`config.mk`:
```
export PLATFORM = sky130hd
export DESIGN_NAME = gold_code_gen
export DESIGN_NICKNAME = d
export VERILOG_FILES = /design/src/rtl/gold_code_gen.sv
export SDC_FILE = /design/constraint.sdc
export NUM_CORES = 1
export LEC_CHECK = 0
export BUFFER_PORTS_ARGS = -buffer_cell sky130_fd_sc_hd__buf_2
export CAP_MARGIN = 20
export CORE_MARGIN = 3
export CORE_UTILIZATION = 50
export DETAILED_ROUTE_END_ITERATION = 10
export GPL_ROUTABILITY_DRIVEN = 0
export PLACE_DENSITY = 0.83
export SYNTH_ARGS = -nofsm -noshare
export SYNTH_HDL_FRONTEND = slang
export SYNTH_SLANG_ARGS = --single-unit
```
`constraint.sdc`:
```
create_clock -name clkin -period 4.5 [get_ports clkin]
set_input_delay 0.45 -clock clkin [delete_from_list [all_inputs] [get_ports clkin]]
set_output_delay 0.45 -clock clkin [all_outputs]
set_load 0.03 [all_outputs]
```
`src/rtl/gold_code_gen.sv`:
```
// Gold-code chip streamer: takes one code shift per input beat and emits the N-chip Gold code
// A[i] ^ B[i+shift] on an AXI-stream master, framed with tuser on the first chip and tlast on the last.
module gold_code_gen #(
    parameter int                N       = 63,
    parameter int                LENGTH  = $clog2(N),
    parameter logic [LENGTH-1:0] TAPS_A  = 6'b000011,
    parameter logic [LENGTH-1:0] TAPS_B  = 6'b100111,
    parameter logic [LENGTH-1:0] SEED_A  = '1,
    parameter logic [LENGTH-1:0] SEED_B  = '1,
    parameter int                TDATA_W = 8
) (
    input  logic                 clkin,
    input  logic                 rstn,
    input  logic [LENGTH-1:0]    s_axis_tdata_i,
    input  logic                 s_axis_tvalid_i,
    output logic                 s_axis_tready_o,
    output logic [TDATA_W-1:0]   m_axis_tdata_o,
    output logic                 m_axis_tvalid_o,
    input  logic                 m_axis_tready_i,
    output logic                 m_axis_tuser_o,
    output logic                 m_axis_tlast_o,
    output logic                 busy_o,
    output logic                 shift_err_o
);

    typedef enum logic [1:0] {IDLE, ADVANCE, EMIT} state_t;

    localparam logic [LENGTH-1:0] LAST_CHIP = LENGTH'(N - 1);
    localparam logic [LENGTH-1:0] ONE       = LENGTH'(1);
    localparam logic [LENGTH:0]   N_EXT     = (LENGTH + 1)'(N);

    function automatic logic [LENGTH-1:0] lfsr_step(input logic [LENGTH-1:0] s,
                                                     input logic [LENGTH-1:0] taps);
        return {^(s & taps), s[LENGTH-1:1]};
    endfunction

    state_t            state_q, state_d;
    logic [LENGTH-1:0] a_q, a_d;
    logic [LENGTH-1:0] b_q, b_d;
    logic [LENGTH-1:0] adv_cnt_q, adv_cnt_d;
    logic [LENGTH-1:0] chip_cnt_q, chip_cnt_d;
    logic              s_tready_q, s_tready_d;
    logic              m_tvalid_q, m_tvalid_d;
    logic              busy_q, busy_d;
    logic              shift_err_q, shift_err_d;

    logic s_hs;
    logic m_hs;
    logic shift_oor;

    assign s_hs      = s_axis_tvalid_i && s_tready_q;
    assign m_hs      = m_tvalid_q && m_axis_tready_i;
    assign shift_oor = {1'b0, s_axis_tdata_i} >= N_EXT;

    always_ff @(posedge clkin) begin
        if (!rstn) begin
            state_q     <= IDLE;
            a_q         <= SEED_A;
            b_q         <= SEED_B;
            adv_cnt_q   <= '0;
            chip_cnt_q  <= '0;
            s_tready_q  <= 1'b0;
            m_tvalid_q  <= 1'b0;
            busy_q      <= 1'b0;
            shift_err_q <= 1'b0;
        end else begin
            state_q     <= state_d;
            a_q         <= a_d;
            b_q         <= b_d;
            adv_cnt_q   <= adv_cnt_d;
            chip_cnt_q  <= chip_cnt_d;
            s_tready_q  <= s_tready_d;
            m_tvalid_q  <= m_tvalid_d;
            busy_q      <= busy_d;
            shift_err_q <= shift_err_d;
        end
    end

    always_comb begin
        state_d     = state_q;
        a_d         = a_q;
        b_d         = b_q;
        adv_cnt_d   = adv_cnt_q;
        chip_cnt_d  = chip_cnt_q;
        s_tready_d  = s_tready_q;
        m_tvalid_d  = m_tvalid_q;
        busy_d      = busy_q;
        shift_err_d = 1'b0;

        case (state_q)
            IDLE: begin
                s_tready_d = 1'b1;
                if (s_hs) begin
                    if (shift_oor) begin
                        shift_err_d = 1'b1;
                    end else begin
                        a_d        = SEED_A;
                        b_d        = SEED_B;
                        chip_cnt_d = '0;
                        s_tready_d = 1'b0;
                        busy_d     = 1'b1;
                        if (s_axis_tdata_i == '0) begin
                            m_tvalid_d = 1'b1;
                            state_d    = EMIT;
                        end else begin
                            adv_cnt_d = s_axis_tdata_i;
                            state_d   = ADVANCE;
                        end
                    end
                end
            end
            ADVANCE: begin
                // Valid is raised on the same edge as the final B step so the
                // first chip appears exactly shift+1 cycles after acceptance.
                b_d       = lfsr_step(b_q, TAPS_B);
                adv_cnt_d = adv_cnt_q - ONE;
                if (adv_cnt_q == ONE) begin
                    m_tvalid_d = 1'b1;
                    state_d    = EMIT;
                end
            end
            EMIT: begin
                if (m_hs) begin
                    a_d = lfsr_step(a_q, TAPS_A);
                    b_d = lfsr_step(b_q, TAPS_B);
                    if (chip_cnt_q == LAST_CHIP) begin
                        m_tvalid_d = 1'b0;
                        busy_d     = 1'b0;
                        s_tready_d = 1'b1;
                        state_d    = IDLE;
                    end else begin
                        chip_cnt_d = chip_cnt_q + ONE;
                    end
                end
            end
            default: begin
                state_d = IDLE;
            end
        endcase
    end

    // Beat fields derive only from registers, so they stay frozen while the sink stalls.
    assign s_axis_tready_o = s_tready_q;
    assign m_axis_tvalid_o = m_tvalid_q;
    assign m_axis_tdata_o  = {{(TDATA_W - 1){1'b0}}, m_tvalid_q & (a_q[0] ^ b_q[0])};
    assign m_axis_tuser_o  = m_tvalid_q && (chip_cnt_q == '0);
    assign m_axis_tlast_o  = m_tvalid_q && (chip_cnt_q == LAST_CHIP);
    assign busy_o          = busy_q;
    assign shift_err_o     = shift_err_q;

endmodule

```
Word-level counts from Yosys, hierarchy flattened
Index checks and enable logic that the tools add are counted.

Register bits after elaboration: 30. Input port bits: 10. Word-level logic and storage cells: 84.

Add/subtract/negate cells: 2. Order comparisons: 1. Equal/unequal tests: 12. Multiplexer cells: 37. Bitwise gates (word level): 2. Reduce and logical (&&, ||, !) cells: 21.

Operators by type and width (count): two-way mux 6 bit (11); one-hot mux 6 bit (2 select lines) (3); one-hot mux 6 bit (3 select lines) (1); inequality test 2 bit (second input constant) (8); AND reduction 5 bit (3); zero test 6 bit (2); two-way mux 1 bit (12); two-way mux 2 bit (6); AND reduction 4 bit (3); parity 6 bit (2); AND reduction 7 bit (1); adder 6 x 1 -> 6 bit (second input constant) (1); == test 6 x 1 -> 1 bit (second input constant) (1); == test 6 bit (second input constant) (1); greater-or-equal comparator 6 bit (second input constant) (1); one-hot mux 2 bit (3 select lines) (1); AND reduction 3 bit (2); subtractor 6 x 1 -> 6 bit (second input constant) (1); logical AND 1 bit (4); one-hot mux 1 bit (2 select lines) (2); nonzero test 2 bit (2); one-hot mux 1 bit (3 select lines) (1); nonzero test 3 bit (1); == test 2 x 1 -> 1 bit (second input constant) (1); other kinds (4) (4).

Longest topological paths before layout
Word-level depth: 5. Mapped depth: 8. Gate-level depth less buffers: 7.

Worst setup path after synthesis
OpenSTA, ideal clock, no wires.

Path kind: input to register. Start point: input s_axis_tdata_i[4]. End point: register adv_cnt_q[0]. Library setup time: 124 ps. Arrival time: 1750 ps. Required time: 4376 ps. Slack: 2626 ps. Stages on the path: 6. Buffers on the path: 1. Path through: or4_4 -> o31ai_4 -> a2bb2oi_2 -> buf_6 -> o21ai_0 -> o311a_2.

Cells in the longest elaborated chain, start to end: 3. Elaborated cells between the ends (all ways): 5. Those cells by class: order compare (1); eq/ne (2); reduce/logical (2).

Ends and longest elaborated chain: start, declared (line 14) `input logic [LENGTH-1:0] s_axis_tdata_i,`; greater-or-equal comparator 6 bit / zero test 6 bit (equally long branches) (line 53, 102); inequality test 2 bit (no source line); AND reduction 4 bit (no source line) (*); end signal, assigned (line 70) `adv_cnt_q <= adv_cnt_d;`; end, declared (line 40) `logic [LENGTH-1:0] adv_cnt_q, adv_cnt_d;`.

Mark *: on every way between the ends. The rest lies on a longest branch, timed or not. A chain may end at the register's enable or synchronous reset.

Worst setup path in the final report
Start point: register state_q[1]. End point: register chip_cnt_q[5].

Cells in the longest elaborated chain, start to end: 3. Elaborated cells between the ends (all ways): 9. Those cells by class: eq/ne (5); mux (1); reduce/logical (3).

Ends and longest elaborated chain: start, declared (line 37) `state_t state_q, state_d;`; start signal, assigned (line 67) `state_q <= state_d;`; == test 2 bit / zero test 2 bit (equally long branches) (line 90) `case (state_q)`; inequality test 2 bit (no source line) / nonzero test 2 bit (equally long branches); AND reduction 5 bit (no source line); end signal, assigned (line 71) `chip_cnt_q <= chip_cnt_d;`; end, declared (line 41) `logic [LENGTH-1:0] chip_cnt_q, chip_cnt_d;`.

Parallel ways exist; a longest one is shown, timed or not.

==> out/qor.txt <==
EDFF count, synth - 0
# rows - 21
Sequential fraction of the synthesis area - 33.5%
DP HPWL - 2430 um
Worst-path cell chain - inv_1 -> ha_1 -> inv_1 -> o21ai_0 -> a21boi_2 -> o21ai_0 -> and3b_1
Post_cts resized - 0
Area Overhead vs Synth - 8.09%
Via density - 5.45
Chip Width - 65.9 um
Postcts setup bufs - 0
Total CTS buffers - 5
Detailed Route Iter0 Violations - 92
Die area - 0.00434 mm^2
Post-synthesis cell type count - 48
Clk root buf - clkbuf_4
Synth Register Bits - 30
Max-slew violations - 0
Antenna Cells - 0
Final hold violation count - 0
Min Tclk post-route - 2.37 ns
Crit Path Class - reg -> reg
IO buf count - 16
Crit path max fanout - 13
ANT nets after route - 0
CTS Buffer Depth - 2
Util after Layout - 57.2%
Largest net degree at the start of global routing - 33
Pwr per Cell Area - 546 mW/mm^2
DP Cell Count - 267
Synthesized area per cell - 8.34 um^2
Cells after synthesis - 215
Layout Nets - 246
Hold Crit Class - reg -> reg
Congestion Overflow GR - 0
I/O pin total - 24
Leak - 0.785 nW
Routed WL - 3360 um
Worst Tran Pin Value - 0.812 ns
Post-Syn Area - 0.00179 mm^2
Yosys top cell area share - 33.5%
Clk Latency, worst-skew pair - 0.33 ns
Bufs and invs on worst path - 2
Synth area leaders - dfxtp_1, nand2_1, ha_1
Reg clk slew, reported paths - 0.10 ns
Fin Setup TNS - 0 ns
Cell taking the most area after synthesis - dfxtp_1
Ys Warns - 0
Status - complete, no violations
Skew final - 0.00881 ns
CTS tree - yes
Final Cycle Share - 52.6%
Commonest non-fill, non-tap cell in the layout - nand2_1
Max_slew headroom - 45.4%
DRC Markers - 0
Maxcap violations - 0
Unrepaired setup endpoints after global routing - no
Finished Layout Cells - 275
Share of post-route cells with drive strength above 1 - 15.3%
Final setup viols - 0
DR vias - 1499
CP arrival - 2.60 ns
Top delay family on crit path - compound AO/OA/AOI/OAI gates
Critical Path Slowest Stage Cell - a21boi_2
Vias in the first global route - 1389
Asr flop ratio synth - 0%
Routed wire per std cell - 12.2 um
H-tree depth - 2
CTS Hold Bufs - 0
GRT Total Usage - 17.7%
Max Clk Rate - 422 MHz
First-pass GRT wire length - 5990 um
Initial antenna violation count - 0
CP required - 4.73 ns
VDD IR max - 0.000400 V
TritonCTS Sinks - 30
Most frequent cells in the layout - nand2_1, dfxtp_1, buf_2
CP max stage delay - 0.63 ns
Initial cell density of the core - 52.9%
Ys flop type - dfxtp_1
Area of the core - 0.00339 mm^2
Die Ht - 65.9 um
Setup crit start kind - flop
Worst setup EP type - flop
DRT Pass-1 Iters - 4
==> stage by stage <==
| stage | power (W) | area [um^2] | hold WS (ns) | setup WS [ns] |
|---|---|---|---|---|
| final | 0.00106 | 1940 | 0.486 | 2.13 |
| after global routing | 0.00114 | 1940 | 0.515 | 1.87 |
| after CTS | 0.00106 | 1940 | 0.489 | 2.16 |
| after detailed placement | 0.000776 | 1830 | 0.464 | 2.19 |
| after global placement | 0.000768 | 1830 | 0.455 | 2.22 |
| after floorplan | 0.000730 | 1820 | 0.441 | 2.63 |
==> area by class of cell <==
cell class,count,area (um^2)
Multi-Input combinational cell,162,1040
Tap cell,46,57.6
Timing Repair Buffer,16,80.1
Sequential cell,30,601
Clock inverter,2,60.1
Fill cell,305,1450
Clock buffer,6,51.3
Inverter,13,48.8
==> where the power goes <==
group          leakage (nW)  switching, W  total (W)  internal, W
clock network        0.0585     0.0000952   0.000283     0.000188
registers             0.244     0.0000275   0.000326     0.000299
logic                 0.483      0.000278   0.000448     0.000170
==> worst paths after layout <==
check / start / depth (start not counted) / to / slack, ns
setup reg to reg: state_q[1] / 7 / chip_cnt_q[5] / 2.13
hold reg to reg: a_q[3] / 2 / a_q[3] / 0.49
setup / recovery: state_q[1] / 7 / chip_cnt_q[5] / 2.13
hold / removal: a_q[3] / 2 / a_q[3] / 0.49
==> worst min-delay path: cells and delay by family (launching register included) <==
kind	cells	cell delay, ns
DFF	1	0.34
muxes	1	0.07
and+or+nand+nor	1	0.06
==> state kept, by name, indices dropped and copies added (netlist names) <==
| signal | flops |
|---|---|
| a_q | 6 |
| chip_cnt_q | 6 |
| busy_o | 1 |
| s_axis_tready_o | 1 |
| b_q | 6 |
| state_q | 2 |
| shift_err_o | 1 |
| adv_cnt_q | 6 |
| m_axis_tvalid_o | 1 |
==> Yosys cell counts, types with 3 or more instances <==
cell,n
nand2_1,36
dfxtp_1,30
inv_1,13
o21ai_0,12
o22ai_1,11
mux2i_1,10
nor2_1,9
buf_4,8
ha_1,8
a21oi_1,7
nand3_1,7
and3_1,4
nor2b_1,4
xnor2_1,4
a21boi_0,3
and2_1,3
clkbuf_1,3
nor3_1,3
o211ai_1,3
==> kinds of logic (layout without fill, tap and decap cells) <==
family	Yosys count	after routing	synth area share (%)
AOI/OAI and AO/OA	53	53	21.1
xor gates and xnor gates	4	4	1.95
adders and majority gates	8	8	5.58
buffers and inverters	29	37	9.77
DFF	30	30	33.5
muxes	10	10	5.58
other	1	7	0.209
and+or+nand+nor	80	80	22.3
==> per-layer routing <==
metal / vias up / part of all wire, % / GRT usage, %
li1: 773 / - / -
met1: 677 / 45 / 22.3
met2: 41 / 48 / 27.9
met3: 8 / 5.4 / 4.42
met4: 0 / 1.9 / 8.55
met5: - / 0 / 0
No activity file was read; power rests on OpenSTA's default activity.
